`src/rtl/scan_defs.sv`:
```
// -----------------------------------------------------------------------------
// scan_defs
// Shared definitions for the scan-chain reader family.
//   - DATAWIDTH_DEFAULT : default chain length in bits
//   - state_t           : reader FSM state encoding (IDLE=0, CAPTURE=1,
//                         SHIFT=2, HOLD=3)
//   - scan_dbg_t        : registered-state snapshot exposed for checkers
// -----------------------------------------------------------------------------
package scan_defs;

  localparam int DATAWIDTH_DEFAULT = 16;

  typedef enum logic [1:0] {
    IDLE    = 2'd0,
    CAPTURE = 2'd1,
    SHIFT   = 2'd2,
    HOLD    = 2'd3
  } state_t;

  // Snapshot of the control registers: current state plus the latched
  // SkipCapture flag of the transaction in flight (or the last one).
  typedef struct packed {
    state_t state;
    logic   skip;
  } scan_dbg_t;

endpackage

```
`src/rtl/scan_chain_reader.sv`:
```
// -----------------------------------------------------------------------------
// scan_chain_reader
// Reads a DATAWIDTH-bit scan chain while shifting a new pattern into it.
// A transaction optionally pulses CaptureDR for one cycle, then asserts
// ShiftDR for exactly DATAWIDTH cycles. In shift cycle k the reader drives
// pattern bit k on ScanIn and stores ScanOut (chain bit 0) into DataOut[k].
// When shifting ends the chain holds the new pattern and DataOut holds the
// previous chain contents (LSB first).
//
// Ports
//   TCK          in   scan clock, all state updates on its rising edge
//   Reset        in   synchronous active-high reset
//   Start        in   request one transaction (only honoured in IDLE)
//   SkipCapture  in   sampled with Start; 1 = shift only, no capture pulse
//   PatternIn    in   word shifted into the chain, sampled with Start
//   ScanOut      in   serial data returned from the chain (chain bit 0)
//   CaptureDR    out  chain capture strobe
//   ShiftDR      out  chain shift enable
//   ScanIn       out  serial data into the chain MSB (0 outside SHIFT)
//   Busy         out  high in every state except IDLE
//   DataOut      out  word read from the chain
//   DataValid    out  DataOut is valid (HOLD state)
//   DataReady    in   consumer accepts DataOut
//   DbgInfo      out  registered FSM state and latched skip flag
//
// Output handshake: DataValid/DataReady follow valid/ready semantics. While
// DataValid is high, DataOut is stable and stays so until a rising edge sees
// DataReady high; that edge completes the transfer and returns to IDLE.
// DataValid never drops without that acceptance (except on Reset), and
// DataReady has no effect while DataValid is low.
// -----------------------------------------------------------------------------
module scan_chain_reader
  import scan_defs::*;
#(
  parameter int DATAWIDTH = DATAWIDTH_DEFAULT
) (
  input  logic                 TCK,
  input  logic                 Reset,
  input  logic                 Start,
  input  logic                 SkipCapture,
  input  logic [DATAWIDTH-1:0] PatternIn,
  input  logic                 ScanOut,
  output logic                 CaptureDR,
  output logic                 ShiftDR,
  output logic                 ScanIn,
  output logic                 Busy,
  output logic [DATAWIDTH-1:0] DataOut,
  output logic                 DataValid,
  input  logic                 DataReady,
  output scan_dbg_t            DbgInfo
);

  // Counter width; DATAWIDTH >= 2 keeps this at least one bit.
  localparam int CW = (DATAWIDTH > 1) ? $clog2(DATAWIDTH) : 1;
  localparam logic [CW-1:0] LAST_BIT = CW'(DATAWIDTH - 1);

  // ---------------------------------------------------------------------------
  // Registers
  // ---------------------------------------------------------------------------
  state_t               r_state;
  logic [CW-1:0]        r_count;
  logic [DATAWIDTH-1:0] r_pattern;
  logic                 r_skip;
  logic [DATAWIDTH-1:0] r_data;

  // ---------------------------------------------------------------------------
  // Combinational next state and decoded outputs
  // ---------------------------------------------------------------------------
  state_t w_state_next;
  logic   w_capture;
  logic   w_shift;
  logic   w_scan_in;
  logic   w_valid;
  logic   w_busy;
  logic   w_last_bit;

  assign w_last_bit = (r_count == LAST_BIT);

  // Outputs depend on r_state (and the registered counter/pattern) only, so
  // the chain control lines cannot glitch on input changes.
  always_comb begin
    w_state_next = r_state;
    w_capture    = 1'b0;
    w_shift      = 1'b0;
    w_scan_in    = 1'b0;
    w_valid      = 1'b0;
    w_busy       = 1'b1;

    case (r_state)
      IDLE: begin
        w_busy = 1'b0;
        if (Start) begin
          w_state_next = SkipCapture ? SHIFT : CAPTURE;
        end
      end

      CAPTURE: begin
        w_capture    = 1'b1;
        w_state_next = SHIFT;
      end

      SHIFT: begin
        w_shift   = 1'b1;
        w_scan_in = r_pattern[r_count];
        if (w_last_bit) begin
          w_state_next = HOLD;
        end
      end

      HOLD: begin
        w_valid = 1'b1;
        // Start in this cycle is deliberately not looked at: acceptance
        // returns to IDLE only, a new request must come later.
        if (DataReady) begin
          w_state_next = IDLE;
        end
      end

      default: begin
        w_state_next = IDLE;
      end
    endcase
  end

  // ---------------------------------------------------------------------------
  // State, counter and data registers
  // ---------------------------------------------------------------------------
  always_ff @(posedge TCK) begin
    if (Reset) begin
      r_state   <= IDLE;
      r_count   <= '0;
      r_pattern <= '0;
      r_skip    <= 1'b0;
      r_data    <= '0;
    end else begin
      r_state <= w_state_next;

      case (r_state)
        IDLE: begin
          if (Start) begin
            r_pattern <= PatternIn;
            r_skip    <= SkipCapture;
            r_count   <= '0;
          end
        end

        SHIFT: begin
          // ScanOut is the chain bit that lines up with bit k of the word
          // being read out, sampled at the edge that closes shift cycle k.
          r_data[r_count] <= ScanOut;
          if (w_last_bit) begin
            r_count <= '0;
          end else begin
            r_count <= r_count + 1'b1;
          end
        end

        default: begin
        end
      endcase
    end
  end

  // ---------------------------------------------------------------------------
  // Outputs
  // ---------------------------------------------------------------------------
  assign CaptureDR     = w_capture;
  assign ShiftDR       = w_shift;
  assign ScanIn        = w_scan_in;
  assign Busy          = w_busy;
  assign DataValid     = w_valid;
  assign DataOut       = r_data;
  assign DbgInfo.state = r_state;
  assign DbgInfo.skip  = r_skip;

endmodule
```
`config.mk`:
```
export PLATFORM = sky130hd
export DESIGN_NAME = scan_chain_reader
export DESIGN_NICKNAME = d
export VERILOG_FILES = /design/src/rtl/scan_defs.sv /design/src/rtl/scan_chain_reader.sv
export SDC_FILE = /design/constraint.sdc
export NUM_CORES = 1
export LEC_CHECK = 0
export ABC_AREA = 1
export CAP_MARGIN = 10
export CORE_MARGIN = 10
export CORE_UTILIZATION = 49
export CTS_CLUSTER_DIAMETER = 80
export DETAILED_ROUTE_END_ITERATION = 7
export MAX_ROUTING_LAYER = met4
export PLACE_DENSITY = 0.79
export SLEW_MARGIN = 20
export SYNTH_ARGS = -nofsm -noshare
export SYNTH_HDL_FRONTEND = slang
export SYNTH_SLANG_ARGS = --single-unit
```
`constraint.sdc`:
```
create_clock -name TCK -period 1.8 [get_ports TCK]
set_input_delay 0.36 -clock TCK [delete_from_list [all_inputs] [get_ports TCK]]
set_output_delay 0.36 -clock TCK [all_outputs]
set_load 0.05 [all_outputs]
```
======== Word-level counts from Yosys, hierarchy flattened ========
Cells that the tools add are included.
cells by class
  add/sub/neg operators ................... 1
  $lt $le $gt $ge ......................... 2
  equal/unequal tests ..................... 7
  mux-type cells .......................... 18
  reduce and logical (&&, ||, !) cells .... 6
operators with widths
  operator                                                                      count
  16-bit bitwise mux                                                            1
  2-bit 2-to-1 mux                                                              4
  4-bit 2-to-1 mux                                                              2
  2-bit case mux with 4 select lines                                            1
  4-bit case mux with 2 select lines                                            1
  1-bit 2-to-1 mux                                                              7
  2-bit inequality test, second input constant                                  3
  4-bit by 5-bit less-than comparator with 1-bit output, second input constant  1
  4-bit by 1-bit adder with 4-bit output, second input constant                 1
  1-bit binary-select mux with 4-bit select                                     1
  1-bit demux with 4-bit select                                                 1
  2-bit equality test, second input constant                                    2
  4-bit equality test, second input constant                                    1
  4-bit by 1-bit >= comparator with 1-bit output, second input constant         1
  2-bit AND reduction                                                           2
  3-bit AND reduction                                                           1
  2-bit by 1-bit equality test with 1-bit output, second input constant         1
  2-bit zero test                                                               1
  2-bit nonzero test                                                            1
  1-bit logical AND                                                             1
word-level totals
  register bits ........................... 39
  bits of input ports ..................... 22
  output and inout port bits .............. 24
  logic and storage cells ................. 39

======== Logic depth before layout (Yosys ltp) ========
Gate-level depths: netlist (run 1).
  depth in word-level cells ............... 5
  gate-level depth with buffers ........... 10
  gate-level depth less buffers ........... 8

======== Least setup slack after synthesis (run 1) ========
No wires, ideal clock.
  path type ............................... register to output
  start ................................... register r_state[1]
  end ..................................... output ScanIn
  arrival time ............................ 2.227 ns
  setup slack ............................. -0.787 ns
  stages on the path, launching flop included .. 5
  path through ............................ dfxtp_1 -> ha_1 -> buf_2 -> inv_1 -> nor2_1
between the ends
  word-level cells in the longest chain between the ends .. 2
ends and longest elaborated chain
  what                    line                      text
  from (decl)             scan_chain_reader.sv:60   state_t r_state;
  from (signal assigned)  scan_chain_reader.sv:136  r_state <= w_state_next;
  2-bit equality test     scan_chain_reader.sv:89   case (r_state)
  1-bit 2-to-1 mux        scan_chain_reader.sv:89
  to (decl)               scan_chain_reader.sv:45   output logic ScanIn,
No other way between the ends.

======== Final worst setup path (run 1) ========
  start ................................... register r_count[0]
  end ..................................... output ScanIn
between the ends
  word-level cells in the longest chain between the ends .. 3
ends and longest elaborated chain
  what                                       line                      text
  from (decl)                                scan_chain_reader.sv:61   logic [CW-1:0] r_count;
  from (signal assigned)                     scan_chain_reader.sv:154  r_count <= r_count + 1'b1;
  1-bit binary-select mux with 4-bit select  scan_chain_reader.sv:104  w_scan_in = r_pattern[r_count];
  1-bit 2-to-1 mux (implied by the code)     scan_chain_reader.sv:104
  1-bit 2-to-1 mux                           scan_chain_reader.sv:89
No other way between the ends. The select of a mux whose other input is x is not followed.

==> run_summary.xml, run 1 <==
<?xml version="1.0" encoding="UTF-8"?>
<metrics>
  <group name="cells_and_area">
    <metric name="post-route-util" unit="">0.7012</metric>
    <metric name="finish.instance_area" unit="sq um">2586</metric>
    <metric name="fillers" unit="">324</metric>
    <metric name="antenna_cells" unit="">0</metric>
    <metric name="area_growth" unit="%">37.52</metric>
    <metric name="drive_gt1_frac" unit="">0.2606</metric>
    <metric name="fin_nets" unit="">337</metric>
  </group>
  <group name="global_routing">
    <metric name="grt_pass1_vias" unit="">1624</metric>
    <metric name="largest_net_degree_at_the_start_of_global_routing" unit="">34</metric>
    <metric name="total_track_usage" unit="">0.1451</metric>
    <metric name="grt_antenna_before_repair" unit="">0</metric>
    <metric name="globalRoute.totalOverflow" unit="">0</metric>
    <metric name="global_route_wire_length_before_repair" unit="mm">7.479</metric>
  </group>
  <group name="logic_synthesis">
    <metric name="netlist.area_leader.share" unit="">0.4152</metric>
    <metric name="netlist-cell-type-count" unit="">24</metric>
    <metric name="synth_simple_gate_area_frac" unit="">0.2262</metric>
    <metric name="synth_xor_xnor_area_share" unit="">0.004657</metric>
    <metric name="ys_seq_area_frac" unit="">0.4152</metric>
    <metric name="netlist.top_cell.by_area" unit="">dfxtp_1</metric>
    <metric name="synth.yosys.warnings" unit="">0</metric>
    <metric name="syn-num-nets" unit="">290</metric>
    <metric name="synth_compound_area_frac" unit="">0.1836</metric>
    <metric name="post_synth.cell_area_avg" unit="sq um">7.233</metric>
    <metric name="yosys.area_share.adder" unit="">0.05323</metric>
    <metric name="dominant_combinational_cell_family_by_area_after_synthesis" unit="">simple AND/OR/NAND/NOR gates</metric>
    <metric name="synth.area.top_cells" unit="">dfxtp_1 (42%), nand2_1 (12%), a21oi_1 (9.6%)</metric>
    <metric name="synth.cell_area" unit="sq um">1881</metric>
    <metric name="ys_seq_elements" unit="">39</metric>
    <metric name="post_synth_mux_area_share" unit="">0</metric>
    <metric name="synth_cells" unit="">260</metric>
  </group>
  <group name="detailed_routing">
    <metric name="drt-vias-per-instance" unit="">5.177</metric>
    <metric name="detail_route.wl_per_cell" unit="um">13.65</metric>
    <metric name="route.detailed.drc" unit="">0</metric>
    <metric name="postRouteWirelength" unit="mm">4.847</metric>
    <metric name="drt_pass1_iterations" unit="">4</metric>
    <metric name="drt.antenna.violating_nets" unit="">0</metric>
    <metric name="route.vias.total" unit="">1838</metric>
    <metric name="detail_route.iter0.violations" unit="">146</metric>
  </group>
  <group name="timing">
    <metric name="worst_hold_slack" unit="ps">457.2</metric>
    <metric name="finalSetupViolCount" unit="">1</metric>
    <metric name="maxSlewHeadroom" unit="">0.7067</metric>
    <metric name="final.min_clock_period" unit="ps">1858</metric>
    <metric name="maxClockFrequency" unit="MHz">538.3</metric>
    <metric name="timing.final.ws_setup" unit="ps">-57.74</metric>
    <metric name="grt_setup_unrepaired" unit="">yes</metric>
    <metric name="report.final.slew_viol_count" unit="">0</metric>
    <metric name="final-hold-violation-count" unit="">0</metric>
    <metric name="timing.final.crit_share" unit="">1.032</metric>
    <metric name="fin_worst_skew" unit="ps">4.625</metric>
    <metric name="worst_tran_pin_value" unit="ps">439.5</metric>
  </group>
  <group name="placement">
    <metric name="numPortBuffers" unit="">45</metric>
    <metric name="place_congestion" unit="">0.8571</metric>
    <metric name="place_hpwl" unit="mm">3.464</metric>
    <metric name="placed_cell_area" unit="sq um">2382</metric>
  </group>
  <group name="floorplan">
    <metric name="die-area" unit="sq um">6716</metric>
    <metric name="ioPinCount" unit="">46</metric>
    <metric name="initial_core_util" unit="">0.5098</metric>
    <metric name="die_height" unit="um">81.95</metric>
    <metric name="core-area" unit="sq um">3689</metric>
    <metric name="core.rowCount" unit="">22</metric>
    <metric name="die_width" unit="um">81.95</metric>
  </group>
  <group name="clock_tree">
    <metric name="cts_buffers" unit="">5</metric>
    <metric name="cts_tree" unit="">done</metric>
    <metric name="worstSkewPairLatency" unit="ps">290</metric>
    <metric name="clkTransAtPathRegs" unit="ps">70</metric>
    <metric name="clock-sinks" unit="">39</metric>
    <metric name="post_cts_hold_buffer_count" unit="">0</metric>
    <metric name="max-clock-path-buffers" unit="">2</metric>
    <metric name="cts.root.buffer_cell" unit="">clkbuf_8</metric>
    <metric name="cts_htree_levels" unit="">2</metric>
  </group>
  <group name="power_and_ir_drop">
    <metric name="power.ir.vdd_worst" unit="mV">0.9609</metric>
    <metric name="cellLeakagePower" unit="uW">0.001103</metric>
    <metric name="p_per_area" unit="nW/um^2">1301</metric>
  </group>
  <group name="setup_path">
    <metric name="crit_path_max_fanout" unit="">8</metric>
    <metric name="cp_data_arrival_time" unit="ps">1500</metric>
    <metric name="criticalPathCategory" unit="">register to output pin</metric>
    <metric name="critical_path_required" unit="ps">1440</metric>
    <metric name="timing.critical_path.to_type" unit="">output pin</metric>
    <metric name="worst_setup_path_start_kind" unit="">register</metric>
  </group>
  <group name="outcome">
    <metric name="failed_checks" unit="">setup timing</metric>
    <metric name="status" unit="">finished, violations left</metric>
  </group>
  <group name="job">
    <metric name="max-cap-violations" unit="">0</metric>
  </group>
  <group name="worst_hold_path">
    <metric name="hold_path_class" unit="">register to register</metric>
  </group>
</metrics>
## metal layers
metal / routed length, um / vias to the layer above / GRT usage
li1: - / 933 / -
met1: 2118 / 843 / 0.1752
met2: 2322 / 47 / 0.2179
met3: 286 / 15 / 0.05677
met4: 119 / 0 / 0.04422
met5: 0 / - / -
## logic make-up after synthesis
group | after synthesis
simple gates | 97
compound gates | 67
buf+inv | 48
flops | 39
fa+ha+maj | 8
xor+xnor | 1
## worst max-delay path, cell delays in order, from the launching register on
cell and delay, ps:
dfxtp_4 400, buf_12 150, nand2_2 50, nand3_2 70, nand2_1 60, nand2_1 80, nand2_2 70, nor2_4 120
nor2_4 60, buf_12 140
## cells in the mapped netlist (all sizes together)
cell / number
ha: 8
o21bai: 1
xor2: 1
nand3: 25
dfxtp: 39
a221oi: 1
nor3: 2
nor2: 9
clkbuf: 3
nand2: 61
inv: 35
a21oi: 36
buf: 10
o21ai: 29
## flip-flops by register name, summed over array words and instances, names as in the netlist
register   flops
r_state        2
r_count        4
DataOut       16
r_pattern     16
r_skip         1
## final cells by class
class	count	area [sq um]	area share
timing repair buffer	53	525.5	0.2032
sequential	39	789.5	0.3053
clock inverter	1	5.005	0.001935
tap	48	60.06	0.02322
multi-input combinational	173	984.7	0.3807
inverter	35	138.9	0.05370
clock buffer	6	82.58	0.03193
## path summary, 6_finish.rpt
kind,start,to,slack [ps],cells past startpoint
worst max-delay path,r_count[0],ScanIn,-60,9
worst min register to register,r_pattern[12],r_pattern[12],460,2
worst max register to register,r_state[0],r_count[3],290,7
worst min-delay path,r_pattern[12],r_pattern[12],460,2
## stage by stage
stage / power [uW] / setup WS, ps / setup TNS (ps) / instances
2_1_floorplan: 2171 / 50.74 / 0 / 260
3_3_place_gp: 2575 / 157.0 / 0 / 347
3_5_place_dp: 2602 / 110.8 / 0 / 347
4_1_cts: 3217 / -6.295 / -6.295 / 355
5_1_grt: 3583 / -116.9 / -116.9 / 355
6_report: 3364 / -57.74 / -57.74 / 355
## power by group
part / total [uW] / internal [uW] / switching [uW]
Clock: 585 / 300 / 285
Sequential: 1100 / 1020 / 83.8
Combinational: 1680 / 636 / 1040
Total: 3360 / 1960 / 1410
## what timing repair did
item	4_1_cts	5_1_grt
resized for setup	9	27
endpoints found under the setup margin	1	2
setup buffers	1	0
pin swaps	2	14
## layout by cell type, fill, tap and decap left out
cell	count
inv_4	1
dfxtp_4	1
clkdlybuf4s50_1	21
inv_1	29
nand2_2	10
nor2_4	2
o21bai_1	1
nand2_4	4
inv_2	4
a21oi_1	36
nor3_2	2
a221oi_1	1
nor2_2	3
ha_4	1
nor2_1	4
nand3_2	6
o21ai_1	2
nand2_1	47
nand3_1	19
buf_12	6
inv_6	1
o21ai_0	26
ha_2	1
clkbuf_8	6
dfxtp_1	34
o21ai_2	1
dfxtp_2	4
buf_4	26
ha_1	6
clkinv_2	1
xor2_1	1
No activity file was read; power rests on OpenSTA's default activity.
==> run 2: changes to the inputs <==
--- a/config.mk
+++ b/config.mk
@@ -11,6 +11,7 @@
 export CORE_UTILIZATION = 49
 export CTS_CLUSTER_DIAMETER = 80
 export DETAILED_ROUTE_END_ITERATION = 7
+export HOLD_SLACK_MARGIN = 0.03
 export MAX_ROUTING_LAYER = met4
 export PLACE_DENSITY = 0.79
 export SLEW_MARGIN = 20
==> constraint.sdc (replaced) <==
create_clock -name TCK -period 1.9 [get_ports TCK]
set_input_delay 0.38 -clock TCK [delete_from_list [all_inputs] [get_ports TCK]]
set_output_delay 0.38 -clock TCK [all_outputs]
set_load 0.05 [all_outputs]
==> run 2 against run 1 <==
Against the previous run: the flow now finishes without violations; critical path type unchanged; flip-flop and latch count unchanged; design area fell by 1.0%; die area is the same; utilization fell by 0.71 points; sequential power fell by 5%; clock skew decreased by 0.62 ps; highest routed layer unchanged; setup slack improved by 110 ps.
==> run_summary.xml, run 2 (synthesized netlist as in run 1, its figures left out) <==
<?xml version="1.0" encoding="UTF-8"?>
<metrics>
  <group name="clock_tree">
    <metric name="post_cts_hold_buffer_count" unit="">0</metric>
    <metric name="cts_htree_levels" unit="">2</metric>
    <metric name="max-clock-path-buffers" unit="">2</metric>
    <metric name="cts_tree" unit="">done</metric>
    <metric name="cts_buffers" unit="">5</metric>
    <metric name="clkTransAtPathRegs" unit="ps">70</metric>
    <metric name="clock-sinks" unit="">39</metric>
    <metric name="worstSkewPairLatency" unit="ps">290</metric>
    <metric name="cts.root.buffer_cell" unit="">clkbuf_8</metric>
  </group>
  <group name="global_routing">
    <metric name="grt_util_met2" unit="">0.2100</metric>
    <metric name="grt.busiest_layer" unit="">met2</metric>
    <metric name="global_route_wire_length_before_repair" unit="mm">7.431</metric>
    <metric name="grt_pass1_vias" unit="">1698</metric>
    <metric name="total_track_usage" unit="">0.1415</metric>
    <metric name="grtUsageMet3" unit="">0.04913</metric>
    <metric name="largest_net_degree_at_the_start_of_global_routing" unit="">33</metric>
    <metric name="grt_antenna_before_repair" unit="">0</metric>
    <metric name="met1_usage_in_global_routing" unit="">0.1731</metric>
    <metric name="globalRoute.totalOverflow" unit="">0</metric>
  </group>
  <group name="placement">
    <metric name="dp_cells" unit="">346</metric>
    <metric name="numPortBuffers" unit="">45</metric>
    <metric name="placed_cell_area" unit="sq um">2377</metric>
    <metric name="place_hpwl" unit="mm">3.390</metric>
    <metric name="place_congestion" unit="">0.8924</metric>
  </group>
  <group name="setup_path">
    <metric name="cp_data_arrival_time" unit="ps">1470</metric>
    <metric name="worst-path-buf-inv" unit="">2</metric>
    <metric name="cp_slowest_cell" unit="">dfxtp_4</metric>
    <metric name="cp_slowest_stage_delay" unit="ps">420</metric>
    <metric name="crit_family" unit="">simple AND/OR/NAND/NOR gates</metric>
    <metric name="crit_path_cell_trace" unit="">buf_6 -&gt; nand2_2 -&gt; nand3_2 -&gt; nand2_2 -&gt; nand2_1 -&gt; nand2_1 -&gt; nor2_2 -&gt; nor2_4 -&gt; buf_12</metric>
    <metric name="criticalPathCategory" unit="">register to output pin</metric>
    <metric name="timing.critical_path.to_type" unit="">output pin</metric>
    <metric name="crit_path_max_fanout" unit="">7</metric>
    <metric name="critical_path_required" unit="ps">1520</metric>
    <metric name="worst_setup_path_start_kind" unit="">register</metric>
  </group>
  <group name="detailed_routing">
    <metric name="detail_route.iter0.violations" unit="">156</metric>
    <metric name="detail_route.wl_per_cell" unit="um">12.94</metric>
    <metric name="drt_pass1_iterations" unit="">4</metric>
    <metric name="drt-vias-per-instance" unit="">4.983</metric>
    <metric name="postRouteWirelength" unit="mm">4.619</metric>
    <metric name="route.detailed.drc" unit="">0</metric>
    <metric name="route.vias.total" unit="">1779</metric>
    <metric name="drt.antenna.violating_nets" unit="">0</metric>
  </group>
  <group name="floorplan">
    <metric name="initial_core_util" unit="">0.5098</metric>
    <metric name="core-area" unit="sq um">3689</metric>
    <metric name="die_height" unit="um">81.95</metric>
    <metric name="die-area" unit="sq um">6716</metric>
    <metric name="die_width" unit="um">81.95</metric>
    <metric name="core.rowCount" unit="">22</metric>
    <metric name="ioPinCount" unit="">46</metric>
  </group>
  <group name="power_and_ir_drop">
    <metric name="p_per_area" unit="nW/um^2">1257</metric>
    <metric name="cellLeakagePower" unit="uW">0.001090</metric>
    <metric name="power.ir.vdd_worst" unit="mV">1.112</metric>
  </group>
  <group name="cells_and_area">
    <metric name="most_common_cell_after_layout_fill_and_taps_aside" unit="">nand2_1</metric>
    <metric name="drive_gt1_frac" unit="">0.2104</metric>
    <metric name="final_cells" unit="">357</metric>
    <metric name="finish.instance_area" unit="sq um">2560</metric>
    <metric name="fillers" unit="">315</metric>
    <metric name="antenna_cells" unit="">0</metric>
    <metric name="area_growth" unit="%">36.13</metric>
    <metric name="fin_nets" unit="">338</metric>
    <metric name="mostFrequentLayoutCells" unit="">nand2_1 (53), a21oi_1 (36), dfxtp_1 (34)</metric>
  </group>
  <group name="outcome">
    <metric name="status" unit="">complete, no violations</metric>
  </group>
  <group name="timing">
    <metric name="fin_worst_skew" unit="ps">4.001</metric>
    <metric name="maxSlewHeadroom" unit="">0.6629</metric>
    <metric name="worst_tran_pin_value" unit="ps">504.1</metric>
    <metric name="finalSetupViolCount" unit="">0</metric>
    <metric name="timing.final.crit_share" unit="">0.9711</metric>
    <metric name="final.min_clock_period" unit="ps">1845</metric>
    <metric name="final-hold-violation-count" unit="">0</metric>
    <metric name="grt_setup_unrepaired" unit="">yes</metric>
    <metric name="report.final.slew_viol_count" unit="">0</metric>
    <metric name="maxClockFrequency" unit="MHz">542.0</metric>
  </group>
  <group name="job">
    <metric name="max-cap-violations" unit="">0</metric>
  </group>
  <group name="worst_hold_path">
    <metric name="hold_path_class" unit="">register to register</metric>
  </group>
</metrics>
run 2: cell types whose count changed in the layout (fill, tap and decap cells not counted), moves of 2 or more:
| cell | change |
|---|---|
| buf_4 | -4 |
| nand3_2 | -4 |
| clkdlybuf4s50_1 | +6 |
| nand2_4 | -3 |
| nand2_1 | +6 |
| nand3_1 | +4 |
| buf_12 | -2 |
| nand2_2 | -3 |
run 2: timing repair:
item,CTS,global route
gates resized for setup,4,17
pin swaps,0,8
setup buffers,0,3
setup endpoints to repair,1,1
run 2: path summary, 6_finish.rpt:
check	startpoint	end	slack, ps	cells after the start
max	r_count[0]	ScanIn	50	9
min	DataOut[7]	DataOut[7]	460	2
max reg2reg	r_state[0]	r_state[0]	360	7
min reg2reg	DataOut[7]	DataOut[7]	460	2
run 2: cell type report:
| type | count | area, sq um | area share |
|---|---|---|---|
| multi-input combinational | 173 | 927.1 | 0.3622 |
| sequential | 39 | 789.5 | 0.3084 |
| timing repair buffer | 54 | 526.8 | 0.2058 |
| inverter | 35 | 138.9 | 0.05425 |
| clock buffer | 6 | 82.58 | 0.03226 |
| tap | 48 | 60.06 | 0.02346 |
| clock inverter | 2 | 35.03 | 0.01369 |
run 2: worst reg2reg max path, cell delays in order, from the launching register on:
cell,delay (ps)
dfxtp_2,340
inv_1,130
ha_1,360
inv_2,100
nor2_1,190
o21bai_1,140
o21ai_1,80
a21oi_1,130
run 2: power breakdown:
group          switching, uW  leakage [uW]  internal [uW]
Clock                    282     0.0000612            425
Sequential              84.2      0.000321            965
Combinational            917      0.000708            545
run 2: metrics by stage:
stage / setup TNS [ps] / hold slack (ps) / power [uW] / setup WS (ps) / utilization
2_1_floorplan: 0 / 429.0 / 2057 / 130.7 / -
3_3_place_gp: 0 / 446.4 / 2400 / 209.7 / 0.6445
3_5_place_dp: 0 / 448.5 / 2437 / 144.1 / 0.6445
4_1_cts: 0 / 458.4 / 3147 / 6.015 / 0.6777
5_1_grt: -23.97 / 474.5 / 3421 / -23.97 / 0.6940
6_report: 0 / 457.9 / 3217 / 54.95 / 0.6940
run 2: per-layer routing:
metal / vias up / wire, um
met4: 0 / 68
met2: 34 / 2140
met5: - / 0
met3: 8 / 258
li1: 934 / -
met1: 803 / 2151
==> run 3: changes to the inputs <==
--- a/config.mk
+++ b/config.mk
@@ -10,6 +10,7 @@
 export CORE_MARGIN = 10
 export CORE_UTILIZATION = 49
 export CTS_CLUSTER_DIAMETER = 80
+export CTS_CLUSTER_SIZE = 14
 export DETAILED_ROUTE_END_ITERATION = 7
 export HOLD_SLACK_MARGIN = 0.03
 export MAX_ROUTING_LAYER = met4
==> results of run 3 <==
Same layout as run 2: the final DEF is identical, and so are final timing and power.
